[config.mk]
export PLATFORM = sky130hd
export DESIGN_NAME = data_check_s
export DESIGN_NICKNAME = d
export VERILOG_FILES = /design/src/rtl/data_check_s.sv
export SDC_FILE = /design/constraint.sdc
export NUM_CORES = 1
export LEC_CHECK = 0
export ABC_AREA = 0
export CAP_MARGIN = 15
export CORE_MARGIN = 2
export CORE_UTILIZATION = 55
export DETAILED_ROUTE_END_ITERATION = 8
export HOLD_SLACK_MARGIN = 0.05
export PLACE_DENSITY = 0.82
export SLEW_MARGIN = 20
export SYNTH_ARGS = -nofsm -noshare
export SYNTH_HDL_FRONTEND = slang
export SYNTH_SLANG_ARGS = --single-unit
[constraint.sdc]
create_clock -name clk -period 3 [get_ports clk]
set_input_delay 0.6 -clock clk [delete_from_list [all_inputs] [get_ports clk]]
set_output_delay 0.6 -clock clk [all_outputs]
set_load 0.01 [all_outputs]
[src/rtl/data_check_s.sv]
// rtl/data_check_s.sv - block-pattern checker with SYNC/CHECK alignment FSM
// Optional macro CHK_HEADER_EN enables comparison of the position-0 block-index byte.
module data_check_s #(
   parameter int LOSS_THR = 4
) (
   input  logic        clk,
   input  logic        nRST,
   input  logic [7:0]  data_in,
   input  logic        data_en,
   input  logic        clr_err,
   output logic        locked,
   output logic        err_flag,
   output logic [15:0] err_cnt,
   output logic [15:0] blk_cnt,
   output logic        blk_done
);

   typedef enum logic {SYNC, CHECK} state_t;

   localparam logic [3:0] THR = LOSS_THR[3:0];

   state_t      state, state_nxt;
   logic [7:0]  in_data;
   logic        in_en, in_clr;
   logic        armed, armed_nxt;
   logic [7:0]  pos, pos_nxt;
   logic [7:0]  blk_idx, idx_nxt;
   logic [3:0]  miss_cnt, miss_nxt;
   logic [7:0]  exp_byte;
   logic        pos_chk;
   logic        mismatch;
   logic        done_nxt;

   // Input stage gives the fixed one-cycle latency from sampled byte to outputs.
   always_ff @(posedge clk) begin
      if (!nRST) begin
         in_data <= 8'd0;
         in_en   <= 1'b0;
         in_clr  <= 1'b0;
      end else begin
         in_data <= data_in;
         in_en   <= data_en;
         in_clr  <= clr_err;
      end
   end

   assign exp_byte = (pos == 8'd0) ? blk_idx : pos;

`ifdef CHK_HEADER_EN
   assign pos_chk = 1'b1;
`else
   assign pos_chk = (pos != 8'd0);
`endif

   always_comb begin
      state_nxt = state;
      armed_nxt = armed;
      pos_nxt   = pos;
      idx_nxt   = blk_idx;
      miss_nxt  = miss_cnt;
      mismatch  = 1'b0;
      done_nxt  = 1'b0;
      if (in_en) begin
         case (state)
            SYNC: begin
               if (armed) begin
                  idx_nxt   = in_data;
                  pos_nxt   = 8'd1;
                  armed_nxt = 1'b0;
                  miss_nxt  = 4'd0;
                  state_nxt = CHECK;
               end else if (in_data == 8'd255) begin
                  armed_nxt = 1'b1;
               end
            end
            CHECK: begin
               mismatch = pos_chk && (in_data != exp_byte);
               pos_nxt  = pos + 8'd1;
               if (pos == 8'd255) begin
                  idx_nxt  = blk_idx + 8'd1;
                  done_nxt = 1'b1;
               end
               if (mismatch) begin
                  if (miss_cnt + 4'd1 == THR) begin
                     state_nxt = SYNC;
                     armed_nxt = 1'b0;
                     pos_nxt   = 8'd0;
                     miss_nxt  = 4'd0;
                  end else begin
                     miss_nxt = miss_cnt + 4'd1;
                  end
               end else begin
                  miss_nxt = 4'd0;
               end
            end
            default: state_nxt = SYNC;
         endcase
      end
   end

   always_ff @(posedge clk) begin
      if (!nRST) begin
         state    <= SYNC;
         armed    <= 1'b0;
         pos      <= 8'd0;
         blk_idx  <= 8'd0;
         miss_cnt <= 4'd0;
         locked   <= 1'b0;
         err_flag <= 1'b0;
         err_cnt  <= 16'd0;
         blk_cnt  <= 16'd0;
         blk_done <= 1'b0;
      end else begin
         state    <= state_nxt;
         armed    <= armed_nxt;
         pos      <= pos_nxt;
         blk_idx  <= idx_nxt;
         miss_cnt <= miss_nxt;
         locked   <= (state_nxt == CHECK);
         blk_done <= done_nxt;
         if (done_nxt)
            blk_cnt <= blk_cnt + 16'd1;
         // A mismatch coincident with clear leaves a count of one.
         if (in_clr) begin
            err_flag <= mismatch;
            err_cnt  <= mismatch ? 16'd1 : 16'd0;
         end else if (mismatch) begin
            err_flag <= 1'b1;
            if (err_cnt != 16'hFFFF)
               err_cnt <= err_cnt + 16'd1;
         end
      end
   end

endmodule

==> results.md <==
* Crit path capture: err_cnt[10]
* Via density at 6.002
* Avg Inst Size Synth at 8.474 um^2
* Simple-Gate Fraction of Synth Area at 0.3014
* Min-Delay Path Class: reg2reg
* Crit Path Class: reg2reg
* Die H at 83.77 um
* Outcome: complete, no violations
* CP Data Arrival Time at 3010 ps
* Hold Slack at 477.2 ps
* Reg2reg end: err_cnt[10]
* Post-Syn Area at 0.003500 mm^2
* Pre-Repair DR Iteration Count at 5
* RSZ-0062 raised after global routing: no
* Diodes inserted at 0
* TritonCTS clock tree: done
* Peak supply drop at 0.3120 mV
* Skew final at 5.305 ps
* Share of layout cells above drive strength 1 at 0.06127
* First-pass GRT wire length at 13660 um
* Psw at 378.2 uW
* 1st-iter DRT viols at 283
* Part of the power in registers at 0.508
* Crit share post-route at 0.9143
* Post-CTS Hold Buffers at 0
* Syn Nets at 432
* Reg-to-reg slack, setup at 260 ps
* Total number of vias at 3205
* Post-synth EDFFs at 0
* Register area share after synthesis at 0.3775
* Post-route insts no fill at 534
* Die W at 83.77 um
* Synth Area in Compound Gates at 0.1688
* Register bit total from synthesis at 66
* Starting Density at 0.5607
* WL final at 7944 um
* Full die area at 0.007017 mm^2
* Critical Path Sink Type: register
* Synth area leader: dfxtp_1
* Crit-path max FO at 25
* CP Data Required Time at 3260 ps
* Setup_tns at 0 ps
* Placed insts at 518
* Vias in the first global route at 3033
* Internal power at 1.383 mW
* PwrDens at 420.2 mW/mm^2
* DR DRC count at 0
* Largest net degree at the start of global routing at 28
* Clk_lat worst skew at 340 ps
* Post-synth top area share at 0.3775
* H-tree depth at 3
* XOR/XNOR Fraction of Synth Area at 0.05506
* Clock power share at 0.455
* CTS Root Cell: clkbuf_8
* GPL Wtd Cong at 0.8907
* Initial antenna violation count at 0
* FMAX at 364.6 MHz
* Post_cts resized at 0
* Row cnt at 29
* DRT antenna net count at 0
* Setup Buffers After CTS at 0
* Dominant synthesized flop cell: dfxtp_1
* CTS Buffer Depth at 2
* Gr usage total at 0.2340
* Core box area at 0.006241 mm^2
* Total CTS buffers at 9
* Post-synth cell types at 54
* CP startpoint: pos[0]
* MaxCap Viol Count at 0
* Pins Over Slew Limit at 0
* CP Launch Type: register
* Cells after Synth at 413
* Ranking of synthesized cells by area: dfxtp_1, nand2_1, and2_1, xnor2_1, nand4_1
* Async set-or-reset flop fraction in the synthesized netlist at 0
* CTS clk-pin slew, worst paths at 70 ps
* Largest family of logic cells by synthesized area: simple AND/OR/NAND/NOR gates
* Total design power at 1.761 mW
* Comb pwr share at 0.038
* Most instantiated cells after synthesis: dfxtp_1, nand2_1, and2_1, a21oi_1
* Multiplexer share of the synthesized area at 0.01716
* Count of final setup violators at 0
* Final Hold Vio Count at 0
* Count leader, synth: dfxtp_1
* Sw Share at 0.2148
* Area grow syn2layout at 19.74%
* Post-Route Utilization at 0.6714
* Yosys warning total at 0
* Worst-margin pin slew at 753.5 ps
* Wirelength per Cell at 14.88 um
* DP HPWL at 5531 um
* Slew HR at 0.4977
* Number of port buffers at 46
* Gr ovfl total at 0
* Clock sink count at 66
* Worst R2R Start: pos[0]
* Synth Area in Adders at 0.02503
* IO Count at 47
* R2r worst-path depth at 9
* LEAKAGE at 1.410 nW
* Final Net Count at 471
* Min Tclk post-route at 2743 ps
placed cells by master, fill, tap and decap left out, types with 7 or more instances in the layout:
cell             instances
nand3_1                 18
clkdlybuf4s50_1         46
o31ai_1                 12
ha_1                     7
nor2b_1                 11
or3_1                    7
o21ai_0                 16
nand4_1                 18
a21oi_1                 19
nand2_1                 44
buf_4                    7
clkbuf_8                 9
xnor2_1                 16
inv_1                   17
a21boi_0                 9
and2_1                  25
nor2_1                  10
dfxtp_1                 66
or4_1                   11
worst min-delay path by stage:
stage | startpoint | to | slack (ps) | cells past startpoint
6_report | blk_idx[0] | blk_idx[0] | 480 | 2
5_1_grt | blk_idx[0] | blk_idx[0] | 500 | 2
4_1_cts | blk_idx[0] | blk_idx[0] | 480 | 2
3_5_place_dp | blk_idx[0] | blk_idx[0] | 470 | 2
3_3_place_gp | blk_idx[0] | blk_idx[0] | 460 | 2
2_1_floorplan | blk_idx[0] | blk_idx[0] | 450 | 2
critical path, cell delays in order (launching register included):
cell and delay [ps]:
dfxtp_1 370, inv_1 100, ha_1 260, nor3b_2 340
a211o_1 180, a32oi_1 110, and4_1 340, buf_4 260
or4_1 540, a21oi_1 170
power by group through the flow:
stage	clock network, mW	registers [mW]	logic (mW)
finish	0.801	0.894	0.0662
detailed placement	0	0.913	0.0657
global placement	0	0.914	0.0635
floorplan	0	0.908	0.0458
CTS	0.813	0.893	0.0662
global route	0.847	0.894	0.0724
layer usage:
metal  vias up  part of all wire  GRT usage
li1       1567                 -          -
met1      1513              0.44     0.2942
met2       113              0.49     0.3993
met3        12             0.059    0.03956
met4         0             0.015    0.09238
met5         -                 0          0
per-stage QoR:
step                area [um^2]  setup WS (ps)
floorplan                  3500          678.6
global placement           3980          474.3
detailed placement         3980          337.2
CTS                        4190          315.6
global route               4190          109.4
finish                     4190          257.0
kinds of logic after synthesis:
| kind of cell | after synthesis |
|---|---|
| XOR/XNOR | 22 |
| multiplexers | 6 |
| AO/OA/AOI/OAI | 88 |
| adder cells (fa/ha/maj) | 7 |
| flip-flops | 66 |
| AND/OR/NAND/NOR | 182 |
| buffers and inverters | 42 |
final cells by class:
class | count | area (um^2)
repair buffers | 53 | 513.0
multi-input cells | 305 | 1986
fillers | 520 | 2051
clock inverters | 5 | 78.83
inverters | 17 | 63.81
well taps | 77 | 96.34
flip-flops and latches | 66 | 1321
clock buffers | 11 | 131.4
sequential cells by signal, summed over array words and instances (netlist names):
| register | flops |
|---|---|
| state | 1 |
| blk_idx | 8 |
| err_cnt | 16 |
| pos | 8 |
| blk_cnt | 16 |
| miss_cnt | 4 |
| err_flag | 1 |
| in_clr | 1 |
| in_en | 1 |
| in_data | 8 |
| armed | 1 |
| blk_done | 1 |
Power figures use the tool's default switching activity.
